## config.mk

```make
export PLATFORM = sky130hd
export DESIGN_NAME = write_operation
export DESIGN_NICKNAME = d
export VERILOG_FILES = /design/src/rtl/regfile_pkg.sv /design/src/rtl/write_operation_3_to_8_decoder.sv /design/src/rtl/write_operation.sv
export SDC_FILE = /design/constraint.sdc
export NUM_CORES = 1
export LEC_CHECK = 0
export BUFFER_PORTS_ARGS = -buffer_cell sky130_fd_sc_hd__buf_4
export CORE_MARGIN = 2
export CORE_UTILIZATION = 54
export CTS_BUF_LIST = sky130_fd_sc_hd__clkbuf_8
export CTS_CLUSTER_DIAMETER = 120
export DETAILED_ROUTE_END_ITERATION = 12
export GPL_TIMING_DRIVEN = 0
export PLACE_DENSITY = 0.83
export SLEW_MARGIN = 20
export SYNTH_ARGS = -nofsm -noshare
export SYNTH_HDL_FRONTEND = slang
export SYNTH_SLANG_ARGS = --single-unit
```

## constraint.sdc

```tcl
create_clock -name clk -period 2 [get_ports clk]
set_input_delay 0.3 -clock clk [delete_from_list [all_inputs] [get_ports clk]]
set_output_delay 0.3 -clock clk [all_outputs]
set_load 0.01 [all_outputs]
```

## src/rtl/regfile_pkg.sv

```systemverilog
// Shared constants and state encoding for the register-file write stage.
package regfile_pkg;

  localparam int DATA_WIDTH_DEF = 32;
  localparam int NUM_REGS       = 8;
  localparam int ADDR_WIDTH     = 3;

  typedef enum logic {
    IDLE  = 1'b0,
    CLEAR = 1'b1
  } state_t;

endpackage

```

## src/rtl/write_operation_3_to_8_decoder.sv

```systemverilog
// One-hot write-strobe decoder shared by the handshake and clear-sweep paths.
module write_operation_3_to_8_decoder
  import regfile_pkg::*;
(
  input  logic [ADDR_WIDTH-1:0] sel_i,
  input  logic                  en_i,
  output logic [NUM_REGS-1:0]   strobe_o
);

  always_comb begin
    strobe_o = '0;
    if (en_i) strobe_o[sel_i] = 1'b1;
  end

endmodule

```

## src/rtl/write_operation.sv

```systemverilog
// Write side of the 8 x DATA_WIDTH register file: valid/ready writes plus an 8-cycle clear sweep.
// Optional byte-lane write masking is enabled with `define REGFILE_BYTE_MASK_EN.
module write_operation
  import regfile_pkg::*;
#(
  parameter int                    DATA_WIDTH  = DATA_WIDTH_DEF,
  parameter logic [DATA_WIDTH-1:0] CLEAR_VALUE = '0
) (
  input  logic                    clk,
  input  logic                    reset,
  input  logic                    wr_valid,
  output logic                    wr_ready,
  input  logic [ADDR_WIDTH-1:0]   Addr,
  input  logic [DATA_WIDTH-1:0]   Data,
`ifdef REGFILE_BYTE_MASK_EN
  input  logic [DATA_WIDTH/8-1:0] wr_mask,
`endif
  input  logic                    clear_req,
  output logic                    clear_busy,
  output logic [DATA_WIDTH-1:0]   to_reg0,
  output logic [DATA_WIDTH-1:0]   to_reg1,
  output logic [DATA_WIDTH-1:0]   to_reg2,
  output logic [DATA_WIDTH-1:0]   to_reg3,
  output logic [DATA_WIDTH-1:0]   to_reg4,
  output logic [DATA_WIDTH-1:0]   to_reg5,
  output logic [DATA_WIDTH-1:0]   to_reg6,
  output logic [DATA_WIDTH-1:0]   to_reg7
);

  state_t                  state_q, state_d;
  logic [ADDR_WIDTH-1:0]   idx_q, idx_d;
  logic [DATA_WIDTH-1:0]   regs_q [NUM_REGS];
  logic [DATA_WIDTH-1:0]   regs_d [NUM_REGS];

  logic [ADDR_WIDTH-1:0]   dec_sel;
  logic                    dec_en;
  logic [NUM_REGS-1:0]     strobe;
  logic [DATA_WIDTH-1:0]   wdata;
  logic [DATA_WIDTH-1:0]   bit_mask;

  // The sweep index and the write address share the decoder; state picks the select.
  always_comb begin
    state_d    = state_q;
    idx_d      = idx_q;
    wr_ready   = 1'b0;
    clear_busy = 1'b0;
    dec_sel    = Addr;
    dec_en     = 1'b0;
    wdata      = Data;
    case (state_q)
      IDLE: begin
        wr_ready = !clear_req;
        dec_en   = wr_valid && !clear_req;
        if (clear_req) begin
          state_d = CLEAR;
          idx_d   = '0;
        end
      end
      CLEAR: begin
        clear_busy = 1'b1;
        dec_sel    = idx_q;
        dec_en     = 1'b1;
        wdata      = CLEAR_VALUE;
        idx_d      = idx_q + 3'd1;
        if (idx_q == 3'd7) state_d = IDLE;
      end
      default: state_d = IDLE;
    endcase
  end

  write_operation_3_to_8_decoder u_dec (
    .sel_i    (dec_sel),
    .en_i     (dec_en),
    .strobe_o (strobe)
  );

`ifdef REGFILE_BYTE_MASK_EN
  // Sweep writes ignore the mask and always replace the full word.
  always_comb begin
    bit_mask = '1;
    if (state_q == IDLE)
      for (int b = 0; b < DATA_WIDTH/8; b++)
        bit_mask[b*8 +: 8] = {8{wr_mask[b]}};
  end
`else
  always_comb bit_mask = '1;
`endif

  always_comb begin
    regs_d = regs_q;
    for (int r = 0; r < NUM_REGS; r++)
      if (strobe[r]) regs_d[r] = (regs_q[r] & ~bit_mask) | (wdata & bit_mask);
  end

  always_ff @(posedge clk) begin
    if (reset) begin
      state_q <= IDLE;
      idx_q   <= '0;
      for (int r = 0; r < NUM_REGS; r++) regs_q[r] <= '0;
    end else begin
      state_q <= state_d;
      idx_q   <= idx_d;
      for (int r = 0; r < NUM_REGS; r++) regs_q[r] <= regs_d[r];
    end
  end

  assign to_reg0 = regs_q[0];
  assign to_reg1 = regs_q[1];
  assign to_reg2 = regs_q[2];
  assign to_reg3 = regs_q[3];
  assign to_reg4 = regs_q[4];
  assign to_reg5 = regs_q[5];
  assign to_reg6 = regs_q[6];
  assign to_reg7 = regs_q[7];

endmodule

```

==> results.md <==
- Synth cell count leaders: dfxtp_1 (260), mux2i_1 (256), nand2b_1 (256)
- Status: finished, final reports clean
- Syn_area_per_cell: ~11 um^2
- Largest area contributor in the netlist: dfxtp_1
- Syn Std Cell Area: 10270 um^2
- Post-CTS Setup Inserts: 0
- Die ar.: about 20000 um^2
- Synth top area share: around half
- First-pass GRT wire length: 45220 um
- Crit path max-delay family: buffers and inverters
- Crit path capture type: flop
- Most frequent cell after synthesis: dfxtp_1
- Core Area: 18710 um^2
- RSZ-0062 raised after global routing: no
- Main area contributors after synthesis: dfxtp_1 (51%), mux2i_1 (25%), nand2b_1 (16%)
- Met2 wire len: ~14000 um
- Routed length per instance: between 15 and 20 um
- Internal power: between 0.008 and 0.009 W
- Register area share after synthesis: 50.68%
- Max VDD drop: roughly 0.00054 V
- Critical Path AT: roughly 2300 ps
- DRT iter0 DRCs: 288
- Main synth FF type: dfxtp_1
- Max-Slew Margin vs Limit: about 53%
- Worst flop-to-flop path endpoint: to_reg0[16]$_SDFFE_PP0P_
- Final min period: 1847 ps
- Final GP Congestion: about 0.8
- Share of cells above drive strength 1: a little under a third
- Worst Path Required: between 2000 and 2500 ps
- Cell leakage power: roughly 7.3 nW
- Die height: ~140 um
- Cts hold-fix bufs: 0
- Gr ovfl total: 0
- Design area: ~14000 um^2
- Inserted Clock Buffers: 42
- Min Hold Slack: approximately 170 ps
- Reg-to-reg slack, setup: about 150 ps
- Setup_tns: 0 ps
- Root Buffer: clkbuf_8
- Syn. warnings: 0
- Clock latency on the worst-skew pair: roughly 530 ps
- Sequential share of power: about 50%
- P_sw: between 0.002 and 0.003 W
- Number of flops mapped to enable cells by yosys: 0
- Switching share of power: around a quarter
- Met3 routed WL: ~1700 um
- Startpoint Class: flop
- Number of nets in the layout: 1278
- Gr usage total: roughly 29%
- Flops & latches, synth: 260
- Stages on worst setup path: 6
- CP max FO: 10
- Final setup vio count: 0
- Ports: 297
- Crit Path Category: flop to flop
- Clk_skew: ~15 ps
- Max Used Layer: met4
- Layout Cells excl Fill: roughly 1500
- Async set or reset register ratio after synthesis: 0%
- Clock transition at the registers of the reported paths: approximately 60 ps
- Synth Instances: 898
- Drt total wl: approximately 29000 um
- Die X: between 100 and 150 um
- # diodes: 0
- Sequence of cells on the critical path: buf_6, clkbuf_8, nor2_4, buf_2, nand2_1, mux2i_1
- DP HPWL: 21070 um
- Clock sinks: 260
- CTS H-tree lvls: 2
- Multi-input gate area: roughly 4600 um^2
- Max Clock Freq: 0.5413 GHz
- Syn_nets: roughly 940
- Met1 wire length: between 10000 and 15000 um
- CTS tree: done
- CP max stage delay: 330 ps
- Reg2Reg Launch Point: state_q$_SDFF_PP0_
- Worst slew pin tran: between 700 and 800 ps
- Max Cap Violations: 0
- IO buf count: 295
- Register Area: 5205 um^2
- Worst Reg-to-Reg Cells: 6
- CP max-delay cell: dfxtp_1
- Final Hold Vio Count: 0
- Fillers: 1376
- Synth cell types: 24
- Min-delay worst type: primary input to flop
- CP Launch Point: state_q$_SDFF_PP0_
- CP Capture Point: to_reg0[16]$_SDFFE_PP0P_
- Antenna violations before repair: 0
- Post-cts resize count: 1
- # DRC: 0
- Vias: approximately 8000
- Starting Density: between 50% and 60%
- Fin. max-slew vios: 0
- Final period util: approximately 92%
- Cell Count Post-Placement: between 1000 and 1500
- Vias in the first global route: between 8000 and 9000
- P&R area growth vs syn: 32.56%
- Num rows: 50
- Detailed-router iteration count before antenna repair: 5
- PwrDens: between 700 and 800 nW/um^2
- Clock power share: 41.8%
- Combinational share of power: 8.6%
- Largest net degree at the start of global routing: 11
- PnR Total Power: approximately 0.011 W
- Antenna Nets Post-Route: 0
- CTS max path bufs: 3
- Worst path buffer plus inverter count: 3
- Placement Cell Area: roughly 13000 um^2
- Vias/cell: 5.207
[metal layers]
layer | GRT usage [%] | vias to the layer above
li1 | - | 3667
met1 | 35.94 | 3762
met2 | 48.72 | 284
met3 | 5.569 | 82
met4 | 13.53 | 0
met5 | 0 | -
[flip-flops by register name (all words and copies together) (netlist names)]
signal,cells
state_q,1
to_reg7,32
to_reg4,32
to_reg0,32
to_reg3,32
idx_q,3
to_reg1,32
to_reg6,32
to_reg2,32
to_reg5,32
[layout by cell type (no fill, tap or decap)]
| cell type | count |
|---|---|
| nor3b_1 | 2 |
| buf_2 | 5 |
| nor4bb_4 | 1 |
| nor4b_4 | 1 |
| nor2_1 | 4 |
| nand2b_1 | 256 |
| clkinvlp_4 | 1 |
| nor3b_2 | 3 |
| and3_1 | 1 |
| nor2b_1 | 1 |
| o22ai_4 | 3 |
| inv_1 | 11 |
| and2_1 | 1 |
| clkbuf_4 | 1 |
| ha_1 | 2 |
| buf_6 | 25 |
| clkbuf_8 | 57 |
| clkinv_2 | 2 |
| a21oi_1 | 3 |
| a211oi_1 | 1 |
| nand2_1 | 32 |
| clkbuf_1 | 29 |
| nor3_2 | 1 |
| mux2i_1 | 256 |
| dfxtp_1 | 260 |
| and3b_1 | 3 |
| o22ai_2 | 5 |
| nor2_4 | 1 |
| buf_4 | 295 |
[cell type report]
type,count,area share (%)
sequential,260,38.23
multi-input combinational,577,34.06
timing repair buffer,295,16.27
clock buffer,56,5.661
buffer,61,3.207
tap,234,2.150
clock inverter,14,0.4319
[worst reg2reg max path, stage by stage (launching register included)]
cell      delay [ps]
dfxtp_1          330
buf_6            150
clkbuf_8         170
nor2_4           260
buf_2            310
nand2_1          320
mux2i_1          230
[power groups by stage]
| stage | Combinational [W] | Clock [W] | Sequential (W) |
|---|---|---|---|
| 2_1_floorplan | 0.000479 | 0 | 0.00549 |
| 3_3_place_gp | 0.000907 | 0 | 0.00545 |
| 3_5_place_dp | 0.000917 | 0 | 0.00545 |
| 4_1_cts | 0.000923 | 0.00456 | 0.00534 |
| 5_1_grt | 0.000981 | 0.00480 | 0.00535 |
| 6_report | 0.000924 | 0.00449 | 0.00534 |
[cell families after synthesis]
| logic type | synth area share, % |
|---|---|
| mux | 24.95 |
| flops | 50.68 |
| simple gates | 18.47 |
| buf+inv | 4.251 |
| compound gates | 1.413 |
| fa+ha+maj | 0.2436 |
[metrics by stage]
stage	worst slack (ps)	util (%)
2_1_floorplan	492.4	-
3_3_place_gp	-138.1	68.31
3_5_place_dp	-154.6	68.31
4_1_cts	25.29	72.76
5_1_grt	49.65	72.79
6_report	152.8	72.79
[how the worst min path moves through the flow]
| stage | slack [ps] | from | end | depth (start not counted) |
|---|---|---|---|---|
| after floorplan | 500 | to_reg0[10]$_SDFFE_PP0P_ | to_reg0[10]$_SDFFE_PP0P_ | 2 |
| after global placement | 460 | to_reg4[25]$_SDFFE_PP0P_ | to_reg4[25]$_SDFFE_PP0P_ | 2 |
| after detailed placement | 470 | to_reg7[23]$_SDFFE_PP0P_ | to_reg7[23]$_SDFFE_PP0P_ | 2 |
| after CTS | 140 | clear_req | idx_q[1]$_SDFFE_PP0N_ | 4 |
| after global routing | 180 | clear_req | idx_q[2]$_SDFFE_PP0N_ | 4 |
| final | 170 | clear_req | idx_q[1]$_SDFFE_PP0N_ | 4 |
(Power assumes the default switching activity.)
